### src/rtl/rf_write_arbiter_pkg.sv
// Shared defaults and write-back source encoding for the register-file write arbiter.
package mips_rf_pkg;

    localparam int RF_N = 8;
    localparam int RF_M = 4;

    typedef enum logic [1:0] {
        WB_NONE      = 2'd0,
        WB_ALU       = 2'd1,
        WB_LD_DIRECT = 2'd2,
        WB_LD_Q      = 2'd3
    } wb_src_e;

endpackage

### src/rtl/rf_write_arbiter_if.sv
// Write-back bus: ALU and load producers in, regfile write port and decode bypass out.
interface rf_wb_if
    import mips_rf_pkg::*;
#(
    parameter int N  = RF_N,
    parameter int AW = $clog2(RF_M),
    parameter int PW = 3
);
    logic          alu_valid;
    logic [AW-1:0] alu_waddr;
    logic [N-1:0]  alu_wdata;
    logic          alu_stall;
    logic          ld_valid;
    logic          ld_ready;
    logic [AW-1:0] ld_waddr;
    logic [N-1:0]  ld_wdata;
    logic          rf_we;
    logic [AW-1:0] rf_waddr;
    logic [N-1:0]  rf_wdata;
    logic [AW-1:0] byp_raddr1;
    logic [AW-1:0] byp_raddr2;
    logic          byp_hit1;
    logic          byp_hit2;
    logic [N-1:0]  byp_data1;
    logic [N-1:0]  byp_data2;
    logic [PW-1:0] pending;

    modport slave (
        input  alu_valid, alu_waddr, alu_wdata, ld_valid, ld_waddr, ld_wdata,
               byp_raddr1, byp_raddr2,
        output alu_stall, ld_ready, rf_we, rf_waddr, rf_wdata,
               byp_hit1, byp_hit2, byp_data1, byp_data2, pending
    );

    modport master (
        output alu_valid, alu_waddr, alu_wdata, ld_valid, ld_waddr, ld_wdata,
               byp_raddr1, byp_raddr2,
        input  alu_stall, ld_ready, rf_we, rf_waddr, rf_wdata,
               byp_hit1, byp_hit2, byp_data1, byp_data2, pending
    );
endinterface

### src/rtl/rf_write_arbiter_wb_kill_fifo.sv
// In-order load queue whose entries can be invalidated by address, with per-entry
// live address-match outputs for the bypass network.
module wb_kill_fifo #(
    parameter int N     = 8,
    parameter int AW    = 2,
    parameter int DEPTH = 4,
    parameter int PW    = $clog2(DEPTH + 1)
) (
    input  logic                      clk,
    input  logic                      rst,
    input  logic                      i_push,
    input  logic                      i_push_live,
    input  logic [AW-1:0]             i_push_addr,
    input  logic [N-1:0]              i_push_data,
    input  logic                      i_pop,
    input  logic                      i_kill0_en,
    input  logic [AW-1:0]             i_kill0_addr,
    input  logic                      i_kill1_en,
    input  logic [AW-1:0]             i_kill1_addr,
    input  logic [AW-1:0]             i_byp_addr1,
    input  logic [AW-1:0]             i_byp_addr2,
    output logic                      o_empty,
    output logic                      o_full,
    output logic                      o_head_live,
    output logic [AW-1:0]             o_head_addr,
    output logic [N-1:0]              o_head_data,
    output logic [DEPTH-1:0]          o_match1,
    output logic [DEPTH-1:0]          o_match2,
    output logic [DEPTH-1:0][N-1:0]   o_data,
    output logic [PW-1:0]             o_live_cnt_nxt
);
    localparam int PTRW = $clog2(DEPTH) + 1;
    localparam int IW   = PTRW - 1;

    logic [PTRW-1:0]           r_wptr;
    logic [PTRW-1:0]           r_rptr;
    logic [DEPTH-1:0]          r_live;
    logic [DEPTH-1:0][AW-1:0]  r_addr;
    logic [DEPTH-1:0][N-1:0]   r_data;
    logic [DEPTH-1:0]          w_live_nxt;
    logic [IW-1:0]             w_widx;
    logic [IW-1:0]             w_ridx;

    assign w_widx      = r_wptr[IW-1:0];
    assign w_ridx      = r_rptr[IW-1:0];
    assign o_empty     = (r_wptr == r_rptr);
    assign o_full      = (r_wptr[IW] != r_rptr[IW]) && (w_widx == w_ridx);
    assign o_head_live = r_live[w_ridx] && !o_empty;
    assign o_head_addr = r_addr[w_ridx];
    assign o_head_data = r_data[w_ridx];
    assign o_data      = r_data;

    // Next liveness: kills and pop apply to resident entries, then the new slot is filled.
    always_comb begin
        w_live_nxt     = r_live;
        o_live_cnt_nxt = {PW{1'b0}};
        for (int i = 0; i < DEPTH; i++) begin
            if ((i_kill0_en && (r_addr[i] == i_kill0_addr)) ||
                (i_kill1_en && (r_addr[i] == i_kill1_addr)) ||
                (i_pop && (w_ridx == IW'(i)))) begin
                w_live_nxt[i] = 1'b0;
            end else begin
                w_live_nxt[i] = r_live[i];
            end
            if (i_push && (w_widx == IW'(i))) begin
                w_live_nxt[i] = i_push_live;
            end else begin
                w_live_nxt[i] = w_live_nxt[i];
            end
            o_live_cnt_nxt = o_live_cnt_nxt + PW'(w_live_nxt[i]);
        end
    end

    // Bypass match only counts entries that will still be written.
    always_comb begin
        for (int i = 0; i < DEPTH; i++) begin
            o_match1[i] = r_live[i] && (r_addr[i] == i_byp_addr1);
            o_match2[i] = r_live[i] && (r_addr[i] == i_byp_addr2);
        end
    end

    // Queue storage and pointers.
    always_ff @(posedge clk or negedge rst) begin
        if (!rst) begin
            r_wptr <= {PTRW{1'b0}};
            r_rptr <= {PTRW{1'b0}};
            r_live <= {DEPTH{1'b0}};
            r_addr <= {(DEPTH*AW){1'b0}};
            r_data <= {(DEPTH*N){1'b0}};
        end else begin
            r_live <= w_live_nxt;
            if (i_push) begin
                r_addr[w_widx] <= i_push_addr;
                r_data[w_widx] <= i_push_data;
                r_wptr         <= r_wptr + PTRW'(1);
            end
            if (i_pop) begin
                r_rptr <= r_rptr + PTRW'(1);
            end
        end
    end
endmodule

### src/rtl/rf_write_arbiter.sv
// Regfile write-port arbiter: ALU first, queued loads in order, direct load when idle,
// WAW kill of stale queued loads and a bypass view of every pending write.
module rf_write_arbiter
    import mips_rf_pkg::*;
#(
    parameter int N        = RF_N,
    parameter int M        = RF_M,
    parameter int DEPTH    = 4,
    parameter int ZERO_REG = 1
) (
    input  logic    clk,
    input  logic    rst,
    rf_wb_if.slave  wb
);
    localparam int AW = $clog2(M);
    localparam int PW = $clog2(DEPTH + 1);

    wb_src_e                   w_src;
    logic                      w_pop;
    logic                      w_push;
    logic                      w_push_live;
    logic                      w_empty;
    logic                      w_full;
    logic                      w_head_live;
    logic [AW-1:0]             w_head_addr;
    logic [N-1:0]              w_head_data;
    logic [DEPTH-1:0]          w_match1;
    logic [DEPTH-1:0]          w_match2;
    logic [DEPTH-1:0][N-1:0]   w_ent_data;
    logic [PW-1:0]             w_live_cnt_nxt;
    logic [AW-1:0]             w_sel_addr;
    logic [N-1:0]              w_sel_data;
    logic                      w_we;
    logic                      w_ld_zero;
    logic                      w_rf_hit1;
    logic                      w_rf_hit2;
    logic [N-1:0]              w_q_data1;
    logic [N-1:0]              w_q_data2;
    logic [PW-1:0]             r_pending;

    // Source selection; a non-empty queue always pops when the ALU is idle.
    always_comb begin
        w_pop = 1'b0;
        if (wb.alu_valid) begin
            w_src = WB_ALU;
        end else if (!w_empty) begin
            w_pop = 1'b1;
            w_src = w_head_live ? WB_LD_Q : WB_NONE;
        end else if (wb.ld_valid) begin
            w_src = WB_LD_DIRECT;
        end else begin
            w_src = WB_NONE;
        end
    end

    // Write-port data mux.
    always_comb begin
        case (w_src)
            WB_ALU: begin
                w_sel_addr = wb.alu_waddr;
                w_sel_data = wb.alu_wdata;
            end
            WB_LD_Q: begin
                w_sel_addr = w_head_addr;
                w_sel_data = w_head_data;
            end
            WB_LD_DIRECT: begin
                w_sel_addr = wb.ld_waddr;
                w_sel_data = wb.ld_wdata;
            end
            default: begin
                w_sel_addr = {AW{1'b0}};
                w_sel_data = {N{1'b0}};
            end
        endcase
    end

    assign w_we = (w_src != WB_NONE) &&
                  !((ZERO_REG != 0) && (w_sel_addr == {AW{1'b0}}));
    assign wb.rf_we    = w_we;
    assign wb.rf_waddr = w_we ? w_sel_addr : {AW{1'b0}};
    assign wb.rf_wdata = w_we ? w_sel_data : {N{1'b0}};

    // No pass-through when full, even if the head pops this cycle.
    assign wb.ld_ready  = !w_full;
    assign wb.alu_stall = w_full;
    assign w_ld_zero    = (ZERO_REG != 0) && (wb.ld_waddr == {AW{1'b0}});
    assign w_push       = wb.ld_valid && !w_full && (w_src != WB_LD_DIRECT) && !w_ld_zero;
    // Same-cycle ALU write to the same register is newer than the load.
    assign w_push_live  = !(wb.alu_valid && (wb.alu_waddr == wb.ld_waddr));

    wb_kill_fifo #(
        .N     (N),
        .AW    (AW),
        .DEPTH (DEPTH),
        .PW    (PW)
    ) u_fifo (
        .clk            (clk),
        .rst            (rst),
        .i_push         (w_push),
        .i_push_live    (w_push_live),
        .i_push_addr    (wb.ld_waddr),
        .i_push_data    (wb.ld_wdata),
        .i_pop          (w_pop),
        .i_kill0_en     (wb.alu_valid),
        .i_kill0_addr   (wb.alu_waddr),
        .i_kill1_en     (w_push),
        .i_kill1_addr   (wb.ld_waddr),
        .i_byp_addr1    (wb.byp_raddr1),
        .i_byp_addr2    (wb.byp_raddr2),
        .o_empty        (w_empty),
        .o_full         (w_full),
        .o_head_live    (w_head_live),
        .o_head_addr    (w_head_addr),
        .o_head_data    (w_head_data),
        .o_match1       (w_match1),
        .o_match2       (w_match2),
        .o_data         (w_ent_data),
        .o_live_cnt_nxt (w_live_cnt_nxt)
    );

    // Queue-side bypass data; at most one live entry per address, so OR-merge is exact.
    always_comb begin
        w_q_data1 = {N{1'b0}};
        w_q_data2 = {N{1'b0}};
        for (int i = 0; i < DEPTH; i++) begin
            if (w_match1[i]) begin
                w_q_data1 = w_q_data1 | w_ent_data[i];
            end else begin
                w_q_data1 = w_q_data1;
            end
            if (w_match2[i]) begin
                w_q_data2 = w_q_data2 | w_ent_data[i];
            end else begin
                w_q_data2 = w_q_data2;
            end
        end
    end

    // The current write wins over a queued entry that it is about to kill.
    assign w_rf_hit1    = w_we && (w_sel_addr == wb.byp_raddr1);
    assign w_rf_hit2    = w_we && (w_sel_addr == wb.byp_raddr2);
    assign wb.byp_hit1  = w_rf_hit1 || (|w_match1);
    assign wb.byp_hit2  = w_rf_hit2 || (|w_match2);
    assign wb.byp_data1 = w_rf_hit1 ? w_sel_data : w_q_data1;
    assign wb.byp_data2 = w_rf_hit2 ? w_sel_data : w_q_data2;

    // Live-entry occupancy.
    always_ff @(posedge clk or negedge rst) begin
        if (!rst) begin
            r_pending <= {PW{1'b0}};
        end else begin
            r_pending <= w_live_cnt_nxt;
        end
    end

    assign wb.pending = r_pending;
endmodule

### src/flat_wrapper.sv
// flat-port wrapper written by rule: the top's interface ports become plain ports
module rf_write_arbiter_flat import mips_rf_pkg::*;
#(
    parameter int N        = RF_N,
    parameter int M        = RF_M,
    parameter int DEPTH    = 4,
    parameter int ZERO_REG = 1
)
  (clk, rst, wb_alu_valid, wb_alu_waddr, wb_alu_wdata, wb_ld_valid, wb_ld_waddr, wb_ld_wdata, wb_byp_raddr1, wb_byp_raddr2, wb_alu_stall, wb_ld_ready, wb_rf_we, wb_rf_waddr, wb_rf_wdata, wb_byp_hit1, wb_byp_hit2, wb_byp_data1, wb_byp_data2, wb_pending);
  rf_wb_if #(.N(N), .AW((2)), .PW((3))) wb_i ();
  input  logic clk;
  input  logic rst;
  input wire logic [$bits(wb_i.alu_valid)-1:0] wb_alu_valid;
  input wire logic [$bits(wb_i.alu_waddr)-1:0] wb_alu_waddr;
  input wire logic [$bits(wb_i.alu_wdata)-1:0] wb_alu_wdata;
  input wire logic [$bits(wb_i.ld_valid)-1:0] wb_ld_valid;
  input wire logic [$bits(wb_i.ld_waddr)-1:0] wb_ld_waddr;
  input wire logic [$bits(wb_i.ld_wdata)-1:0] wb_ld_wdata;
  input wire logic [$bits(wb_i.byp_raddr1)-1:0] wb_byp_raddr1;
  input wire logic [$bits(wb_i.byp_raddr2)-1:0] wb_byp_raddr2;
  output wire logic [$bits(wb_i.alu_stall)-1:0] wb_alu_stall;
  output wire logic [$bits(wb_i.ld_ready)-1:0] wb_ld_ready;
  output wire logic [$bits(wb_i.rf_we)-1:0] wb_rf_we;
  output wire logic [$bits(wb_i.rf_waddr)-1:0] wb_rf_waddr;
  output wire logic [$bits(wb_i.rf_wdata)-1:0] wb_rf_wdata;
  output wire logic [$bits(wb_i.byp_hit1)-1:0] wb_byp_hit1;
  output wire logic [$bits(wb_i.byp_hit2)-1:0] wb_byp_hit2;
  output wire logic [$bits(wb_i.byp_data1)-1:0] wb_byp_data1;
  output wire logic [$bits(wb_i.byp_data2)-1:0] wb_byp_data2;
  output wire logic [$bits(wb_i.pending)-1:0] wb_pending;
  assign wb_i.alu_valid = wb_alu_valid;
  assign wb_i.alu_waddr = wb_alu_waddr;
  assign wb_i.alu_wdata = wb_alu_wdata;
  assign wb_i.ld_valid = wb_ld_valid;
  assign wb_i.ld_waddr = wb_ld_waddr;
  assign wb_i.ld_wdata = wb_ld_wdata;
  assign wb_i.byp_raddr1 = wb_byp_raddr1;
  assign wb_i.byp_raddr2 = wb_byp_raddr2;
  assign wb_alu_stall = wb_i.alu_stall;
  assign wb_ld_ready = wb_i.ld_ready;
  assign wb_rf_we = wb_i.rf_we;
  assign wb_rf_waddr = wb_i.rf_waddr;
  assign wb_rf_wdata = wb_i.rf_wdata;
  assign wb_byp_hit1 = wb_i.byp_hit1;
  assign wb_byp_hit2 = wb_i.byp_hit2;
  assign wb_byp_data1 = wb_i.byp_data1;
  assign wb_byp_data2 = wb_i.byp_data2;
  assign wb_pending = wb_i.pending;
  rf_write_arbiter #(.N(N), .M(M), .DEPTH(DEPTH), .ZERO_REG(ZERO_REG)) u_core (.clk(clk), .rst(rst), .wb(wb_i));
endmodule
### config.mk
export PLATFORM = sky130hd
export DESIGN_NAME = rf_write_arbiter_flat
export DESIGN_NICKNAME = d
export VERILOG_FILES = /design/src/rtl/rf_write_arbiter_pkg.sv /design/src/rtl/rf_write_arbiter_if.sv /design/src/rtl/rf_write_arbiter_wb_kill_fifo.sv /design/src/rtl/rf_write_arbiter.sv /design/src/flat_wrapper.sv
export SDC_FILE = /design/constraint.sdc
export NUM_CORES = 1
export LEC_CHECK = 0
export BUFFER_PORTS_ARGS = -buffer_cell sky130_fd_sc_hd__buf_2
export CORE_MARGIN = 2
export CORE_UTILIZATION = 58
export CTS_CLUSTER_SIZE = 8
export DETAILED_ROUTE_END_ITERATION = 16
export GPL_TIMING_DRIVEN = 1
export PLACE_DENSITY = 0.78
export SYNTH_ARGS = -nofsm -noshare
export SYNTH_HDL_FRONTEND = slang
export SYNTH_SLANG_ARGS = --single-unit
### constraint.sdc
create_clock -name clk -period 3.9 [get_ports clk]
set_clock_uncertainty 0.1 [all_clocks]
set_input_delay 0.78 -clock clk [delete_from_list [all_inputs] [get_ports clk]]
set_output_delay 0.78 -clock clk [all_outputs]
set_load 0.02 [all_outputs]
; Word-level counts from Yosys, hierarchy flattened
; Index checks and enable logic that the tools add are counted.
[classes]
magnitude_cmp = 3
addsub = 5
eq_ne = 32
reduce_logical = 56
bitwise = 6
muxes = 40
[ops]
columns = operator, n
row1 = $mux W8, 13
row2 = $or A8 B8 Y8, 6
row3 = $eq A2 B2 Y1, 20
row4 = $logic_and A1 B1 Y1, 34
row5 = $bwmux W32, 1
row6 = $pmux W8 S3, 1
row7 = $bmux W8 S2, 1
row8 = $demux W8 S2, 1
row9 = $mux W2, 7
row10 = $eq A2 B2 Y1 const B, 6
row11 = $mux W1, 11
row12 = $logic_or A1 B1 Y1, 10
row13 = $bwmux W8, 1
row14 = $logic_not A2 Y1, 4
row15 = $reduce_or A4 Y1, 2
row16 = $add A3 B1 Y3 const B, 2
row17 = $eq A2 B1 Y1 const B, 3
row18 = $lt A2 B3 Y1 const B, 2
row19 = $pmux W2 S3, 1
row20 = $logic_not A1 Y1, 5
row21 = $bmux W2 S2, 1
row22 = $demux W2 S2, 1
row23 = $add A2 B1 Y3, 1
row24 = $add A3 B1 Y3, 1
row25 = 7 further kinds, 7
[totals]
ff_bits = 53
input_bits = 28
out_inout_bits = 34

; Depth between registers and ports, before layout
; Gate-level depths: netlist (run 1).
[logic_depth]
ltp_word = 17
depth_mapped = 11

; Modules after synthesis
; A second synthesis (run 1) with hierarchy kept.
[unflattened]
cells_unflattened = 330
area_unflattened_um2 = 3818.7
[by_module_without_submodules]
columns = module, instances, area_each_um2, cells_each
row1 = wb_kill_fifo, 1, 2887.8, 222
row2 = rf_write_arbiter, 1, 930.9, 108

; Worst setup path before layout (run 1)
; OpenSTA, ideal clock, no wires.
[synth_timing]
path_kind = input -> output
from = input wb_alu_valid
to = output wb_byp_data1[0]
path_stages = 8
arrival_time_ns = 2.454
t_required_ns = 3.020
path_slack_ns = 0.566
path_buffers = 2
path_cell_list = clkbuf_1 inv_1 o311ai_2 o211ai_4 a21boi_1 a32o_1 buf_6 mux2_4
[synth_via]
elab_chain_len = 8
word_cells_on_any_way = 13
classes_between = 4 x eq/ne / 4 x mux / 5 x reduce/logical
[synth_rtl]
columns = element, line
row1 = start: declaration, flat_wrapper.sv:13  ; input wire logic [$bits(wb_i.alu_valid)-1:0] wb_alu_valid;
row2 = $mux W2 (*), rf_write_arbiter.sv:44  ; if (wb.alu_valid) begin
row3 = $eq A2 B2 Y1 or $eq A2 B1 Y1 (tied branches), rf_write_arbiter.sv:58  ; case (w_src)
row4 = $pmux W2 S3, rf_write_arbiter.sv:58
row5 = $logic_not A2 Y1, rf_write_arbiter.sv:79  ; !((ZERO_REG != 0) && (w_sel_addr == {AW{1'b0}}));
row6 = $logic_not A1 Y1, rf_write_arbiter.sv:79
row7 = $logic_and A1 B1 Y1, rf_write_arbiter.sv:78  ; assign w_we = (w_src != WB_NONE) &&
row8 = $logic_and A1 B1 Y1, rf_write_arbiter.sv:141  ; assign w_rf_hit1 = w_we && (w_sel_addr == wb.byp_raddr1);
row9 = $mux W8 (*), rf_write_arbiter.sv:145  ; assign wb.byp_data1 = w_rf_hit1 ? w_sel_data : w_q_data1;
row10 = end: declaration, flat_wrapper.sv:28  ; output wire logic [$bits(wb_i.byp_data1)-1:0] wb_byp_data1;
; Mark *: on every way between the ends. The rest lies on a longest branch, timed or not.

; Final worst setup path (run 1)
[layout_timing]
from = register u_core.u_fifo.r_rptr[1]
to = output wb_byp_data2[0]
[layout_via]
elab_chain_len = 13
word_cells_on_any_way = 24
classes_between = 5 x eq/ne / 12 x mux / 7 x reduce/logical
[layout_rtl]
columns = element, line
row1 = start: declaration, rf_write_arbiter_wb_kill_fifo.sv:36  ; logic [PTRW-1:0] r_rptr;
row2 = start signal: assignment, rf_write_arbiter_wb_kill_fifo.sv:86  ; r_rptr <= {PTRW{1'b0}};
row3 = start signal: assignment, rf_write_arbiter_wb_kill_fifo.sv:98  ; r_rptr <= r_rptr + PTRW'(1);
row4 = $bmux W1 S2 or $eq A3 B3 Y1 (tied branches), "rf_write_arbiter_wb_kill_fifo.sv:48, rf_write_arbiter_wb_kill_fifo.sv:46"
row5 = $mux W1 (implied by the code) or $logic_not A1 Y1 (tied branches), rf_write_arbiter_wb_kill_fifo.sv:48  ; assign o_head_live = r_live[w_ridx] && !o_empty;
row6 = $logic_and A1 B1 Y1, rf_write_arbiter_wb_kill_fifo.sv:48
row7 = $mux W2, rf_write_arbiter.sv:48  ; w_src = w_head_live ? WB_LD_Q : WB_NONE;
row8 = $mux W2, rf_write_arbiter.sv:46  ; end else if (!w_empty) begin
row9 = $mux W2, rf_write_arbiter.sv:44
row10 = $eq A2 B2 Y1 or $eq A2 B1 Y1 (tied branches), rf_write_arbiter.sv:58
row11 = $pmux W2 S3, rf_write_arbiter.sv:58
row12 = $logic_not A2 Y1, rf_write_arbiter.sv:79
row13 = $logic_not A1 Y1, rf_write_arbiter.sv:79
row14 = $logic_and A1 B1 Y1, rf_write_arbiter.sv:78
row15 = $logic_and A1 B1 Y1, rf_write_arbiter.sv:142  ; assign w_rf_hit2 = w_we && (w_sel_addr == wb.byp_raddr2);
row16 = $mux W8 (*), rf_write_arbiter.sv:146  ; assign wb.byp_data2 = w_rf_hit2 ? w_sel_data : w_q_data2;
row17 = end: declaration, flat_wrapper.sv:29  ; output wire logic [$bits(wb_i.byp_data2)-1:0] wb_byp_data2;
; Mark *: on every way between the ends. The rest lies on a longest branch, timed or not. The select of a mux whose other input is x is not followed.

==> flow_summary_export.csv, run 1 <==
group,metric,value,unit
logic_synthesis,syn-instance-count,355,
place,place_ws,274,ps
logic_synthesis,synth_cell_types,42,
clock_network,cts_tree,"done",
grt,grt_pass1_vias,3106,
grt,grtUsageTotal,28.4,%
timing,final-max-slew-violation-count,0,
setup_path,critPathBufInv,2,
setup_path,required,3020,ps
job,drv_cap,0,
route,top_layer,"met4",
setup_path,end_kind,"primary output",
timing,post-route-min-period,3790,ps
timing,tightestPinTransition,762,ps
setup_path,path_class,"reg2out",
logic_synthesis,synth_edf_count,0,
timing,setup_viol,0,
final_layout,drive_above_1_share,37.6,%
logic_synthesis,yosys.area.top_type,"dfrtp_1",
setup_path,slowest_delay,470,ps
setup_path,crit_path_top_delay_cell,"dfrtp_2",
logic_synthesis,syn-num-nets,394,
hold_path,worstHoldPathType,"in2async",
clock_network,path_clk_slew,100,ps
clock_network,clkLatencyLatePin,310,ps
die,dieArea,0.00741,sq mm
clock_network,clockBufferDepth,2,
place,globalplace.congestion,0.888,
final_layout,areaGrowthSynthToFinish,13.2,%
grt,grt_pass1_wl,16100,um
route,viasPerCell,6.52,
timing,slew-limit-headroom,49.2,%
clock_network,post_cts_buffers,0,
route,ant_nets,0,
logic_synthesis,synth_common_cells,"dfrtp_1, mux2_2, xnor2_1",
route,dr_wl_met3,887,um
final_layout,ff_latch_area,0.00133,sq mm
timing,max_freq,0.264,GHz
final_layout,antenna_cells,0,
logic_synthesis,yosys-top-cells-area,"dfrtp_1, mux2_2, xnor2_1",
power,power.leakage,2.06,nW
die,coreArea,0.00642,sq mm
clock_network,cts_resized,0,
timing,tns,0,ps
route,drc,0,
route,vias,3135,
grt,antenna_found_initial,0,
place,port_buffers,61,
logic_synthesis,yosysTopAreaCellShare,33.9,%
power,vdd_drop_max,0.000413,V
clock_network,clock-sinks,53,
setup_path,cp_data_arrival_time,2910,ps
clock_network,htree_levels,2,
final_layout,multiInputGateArea,0.00239,sq mm
route,drt_first_pass_iters,6,
logic_synthesis,yosys_warnings,0,
die,ios,62,
timing,final_hold_viol_count,0,
setup_path,path_max_fanout,9,
grt,grt_overflow_total,0,
die,row_count,29,
logic_synthesis,synth_flop_cell,"dfrtp_1",
timing,finalHoldWorstSlack,435,ps
timing,setup_ws,111,ps
route,wirelength,10000,um
logic_synthesis,synth-seq-cells,53,
logic_synthesis,avgSynthCellArea,11.0,sq um
place,hpwlAfterDp,6960,um
die,die_w,86.1,um
route,routed-wl-met2,4680,um
logic_synthesis,synth.most_common_cell,"dfrtp_1",
setup_path,start_kind,"register",
grt,grt_max_degree,34,
logic_synthesis,syn_area,0.00391,sq mm
clock_network,cts_buffers,5,
power,power_density,816,mW/mm^2
route,wl_met1,4130,um
setup_path,crit_chain,"xor2_1, or3_4, a311o_1, and2_4, a32o_1, buf_12, mux2_4, buf_2",
power,power,3.61,mW
setup_path,critPathTopFamily,"compound AO/OA/AOI/OAI gates",
timing,period_share,97.2,%
final_layout,fill_cells,471,
clock_network,cts_root_buf,"clkbuf_8",
clock_network,hold_buffers,0,
final_layout,fin_nets,442,
logic_synthesis,async_reset_ff_share,100,%
die,die_y,86.1,um
die,start_util,60.9,%
run_status,status,"complete, no violations",
route,wl_per_cell,20.8,um
route,drt-initial-drc-count,321,
logic_synthesis,ys_seq_area_share,33.9,%
timing,grt_setup_unrepaired,"no",
-- registers in the layout, indices dropped and copies added, names as in the netlist --
name,flops
u_core.wb.pending,3
u_core.u_fifo.r_addr,8
u_core.u_fifo.o_data,32
u_core.u_fifo.r_rptr,3
u_core.u_fifo.r_live,4
u_core.u_fifo.r_wptr,3
-- final timing paths --
check | from | to | cells past startpoint | slack, ps
hold reg to reg | u_core.u_fifo.r_wptr[2] | u_core.u_fifo.r_wptr[2] | 1 | 440
max in group asynchronous | rst | u_core.u_fifo.r_rptr[1] | 2 | 2490
setup reg to reg | u_core.u_fifo.r_rptr[1] | u_core.wb.pending[1] | 10 | 700
hold / removal | rst | u_core.u_fifo.o_data[18] | 1 | 430
setup / recovery | u_core.u_fifo.r_rptr[1] | wb_byp_data2[0] | 8 | 110
min in group clk | u_core.u_fifo.r_wptr[2] | u_core.u_fifo.r_wptr[2] | 1 | 440
-- report_power, final --
part / switching (mW) / internal, mW / leakage [nW] / total, mW
Clock: 0.188 / 0.255 / 0.0681 / 0.443
Sequential: 0.341 / 0.823 / 0.641 / 1.16
Combinational: 0.980 / 1.02 / 1.35 / 2.00
-- layout make-up --
cell class,count,area share (%)
well taps,77,2.18
repair buffers,76,10.0
clock inverters,3,1.47
multi-input cells,259,54.1
flip-flops and latches,53,30.0
clock buffers,5,1.56
inverters,8,0.679
-- through the flow --
step	util (%)	cells	cell area [sq um]
floorplan	-	355	3910
global placement	66.8	473	4290
detailed placement	66.8	473	4290
CTS	68.9	481	4420
global route	68.9	481	4420
finish	68.9	481	4420
-- cell families after synthesis --
family	synth area share (%)
AND/OR/NAND/NOR	10.4
multiplexers	24.5
AO/OA/AOI/OAI	12.7
flip-flops	33.9
XOR/XNOR	9.86
buffers and inverters	4.83
adder cells (fa/ha/maj)	3.71
-- layout by cell type (no fill, tap or decap), types with 10 or more instances in the layout --
cell type / instances
buf_4: 13
buf_2: 61
nor2b_1: 10
mux2_4: 16
ha_1: 10
a22oi_1: 32
nand2_1: 28
xnor2_1: 39
dfrtp_1: 52
mux2_2: 40
-- per-layer routing --
layer,GRT usage (%),vias up
li1,-,1378
met1,38.9,1548
met2,43.9,178
met3,5.97,31
met4,12.1,0
met5,0,-
Note: power is estimated with default switching activity, not from simulation.
==> run 2: changes to the inputs <==
Settings changed: ABC_CLOCK_PERIOD_IN_PS set to 3900, CELL_PAD_IN_SITES_DETAIL_PLACEMENT set to 1, CELL_PAD_IN_SITES_GLOBAL_PLACEMENT set to 1, CORE_UTILIZATION 58 to 45, PLACE_DENSITY 0.78 to 0.77.
==> flow_summary_export.csv, run 2 (same netlist as run 1, synthesis figures left out) <==
group,metric,value,unit
timing,period_share,97.8,%
setup_path,worst_r2r_path_depth,10,
setup_path,crit_end,"wb_byp_data2[2]",
power,power.leakage,2.04,nW
timing,max_freq,0.262,GHz
setup_path,cp_num_cells,8,
setup_path,startpoint,"u_core.u_fifo.r_rptr[1]",
timing,setup_viol,0,
power,pwr-share-clk,10.3,%
route,drt-initial-drc-count,114,
die,ios,62,
setup_path,end_kind,"primary output",
route,ant_nets,0,
timing,tns,0,ps
setup_path,r2r_end,"u_core.wb.pending[1]",
power,p_int,2.03,mW
final_layout,final_cell_mix,"buf_2, dfrtp_1, mux2_2",
final_layout,antenna_cells,0,
power,power_density,810,mW/mm^2
grt,grt_max_degree,37,
clock_network,clockBufferDepth,2,
route,vias,3079,
setup_path,slowest_delay,470,ps
hold_path,min_from,"u_core.u_fifo.r_rptr[2]",
final_layout,largest_register_ffs,32,
die,die_w,97.2,um
die,dieArea,0.00945,sq mm
setup_path,regToRegSetupSlack,580,ps
final_layout,areaGrowthSynthToFinish,13.3,%
clock_network,cts_tree,"done",
timing,slew-limit-headroom,44.3,%
power,p_comb_share,57.3,%
clock_network,htree_levels,2,
final_layout,drive_above_1_share,37.6,%
place,placed_area,0.00431,sq mm
die,die_y,97.2,um
power,seq_power_share,32.4,%
place,place_ws,218,ps
clock_network,clkLatencyLatePin,310,ps
timing,grt_setup_unrepaired,"no",
clock_network,path_clk_slew,100,ps
place,port_buffers,61,
hold_path,worstHoldPathType,"reg2reg",
setup_path,crit_path_top_delay_cell,"dfrtp_2",
power,switchingPower,1.55,mW
die,coreArea,0.00855,sq mm
power,swShare,43.3,%
job,drv_cap,0,
route,viasPerCell,6.04,
timing,tightestPinTransition,836,ps
die,start_util,45.7,%
final_layout,final_common_cell,"buf_2",
grt,grt_overflow_total,0,
place,hpwlAfterDp,8050,um
clock_network,cts_root_buf,"clkbuf_8",
final_layout,fin_nets,441,
setup_path,path_max_fanout,9,
setup_path,path_class,"reg2out",
setup_path,crit_chain,"xor2_1, or3_4, a311o_1, and2_4, a32o_1, buf_12, mux2_4, buf_2",
timing,final_hold_viol_count,0,
grt,grt_pass1_wl,18400,um
power,vdd_drop_max,0.000290,V
run_status,status,"complete, no violations",
grt,grt_pass1_vias,3403,
route,wirelength,11300,um
setup_path,required,3020,ps
final_layout,stdcell_area,0.00443,sq mm
setup_path,reg2reg_from,"u_core.u_fifo.r_rptr[1]",
route,wl_per_cell,22.2,um
clock_network,clock-sinks,53,
clock_network,hold_buffers,0,
route,drt_first_pass_iters,4,
setup_path,critPathTopFamily,"compound AO/OA/AOI/OAI gates",
setup_path,start_kind,"register",
timing,post-route-min-period,3810,ps
grt,antenna_found_initial,0,
setup_path,cp_data_arrival_time,2930,ps
clock_network,cts_buffers,5,
timing,final-max-slew-violation-count,0,
route,drc,0,
final_layout,fill_cells,935,
grt,grtUsageTotal,24.6,%
place,globalplace.congestion,0.834,
die,row_count,34,
timing,setup_ws,85.0,ps
setup_path,critPathBufInv,2,
run 2: cell types whose count changed in the layout (fill, tap and decap cells not counted):
cell       change
a21boi_1       -1
bufinv_16      -1
a21boi_2       +1
buf_4          -1
run 2: repair_timing:
| item | 4_1_cts | 5_1_grt |
|---|---|---|
| setup buffers | 0 | 2 |
| gates resized for setup | 0 | 2 |
| setup endpoints to repair | 0 | 16 |
run 2: per-layer routing:
layer	track usage, %	share of wire (%)
met1	33.3	45
met2	42.2	49
met3	3.02	4.1
met4	5.74	1.3
met5	0	0
run 2: layout make-up:
| class | count | area [sq um] | area share, % |
|---|---|---|---|
| Clock inverter | 2 | 35.0 | 0.791 |
| Clock buffer | 5 | 68.8 | 1.55 |
| Timing Repair Buffer | 75 | 435 | 9.83 |
| Tap cell | 108 | 135 | 3.05 |
| Inverter | 8 | 30.0 | 0.678 |
| Sequential cell | 53 | 1330 | 30.0 |
| Multi-Input combinational cell | 259 | 2400 | 54.1 |
run 2: worst min path at each step:
| stage | to | slack (ps) | cells past startpoint |
|---|---|---|---|
| after global routing | u_core.u_fifo.r_rptr[2] | 480 | 1 |
| after global placement | u_core.u_fifo.r_rptr[2] | 420 | 1 |
| after floorplan | u_core.u_fifo.o_data[0] | 380 | 0 |
| after detailed placement | u_core.u_fifo.r_rptr[2] | 430 | 1 |
| final | u_core.u_fifo.r_rptr[2] | 440 | 1 |
| after CTS | u_core.u_fifo.r_rptr[2] | 440 | 1 |
run 2: per-stage QoR:
step	instances	hold WS [ps]	utilization [%]	total power, mW
after global placement	501	421	50.4	3.10
after CTS	508	442	51.6	3.58
final	510	437	51.8	3.59
after detailed placement	501	427	50.4	3.20
after global routing	510	478	51.8	3.83
after floorplan	355	384	-	2.61
run 2: power by group through the flow:
| stage | combinational [mW] | clock [mW] | sequential (mW) |
|---|---|---|---|
| floorplan | 1.60 | 0 | 1.01 |
| global placement | 1.96 | 0 | 1.14 |
| detailed placement | 2.04 | 0 | 1.17 |
| CTS | 2.05 | 0.374 | 1.16 |
| global route | 2.23 | 0.397 | 1.20 |
| finish | 2.06 | 0.369 | 1.16 |
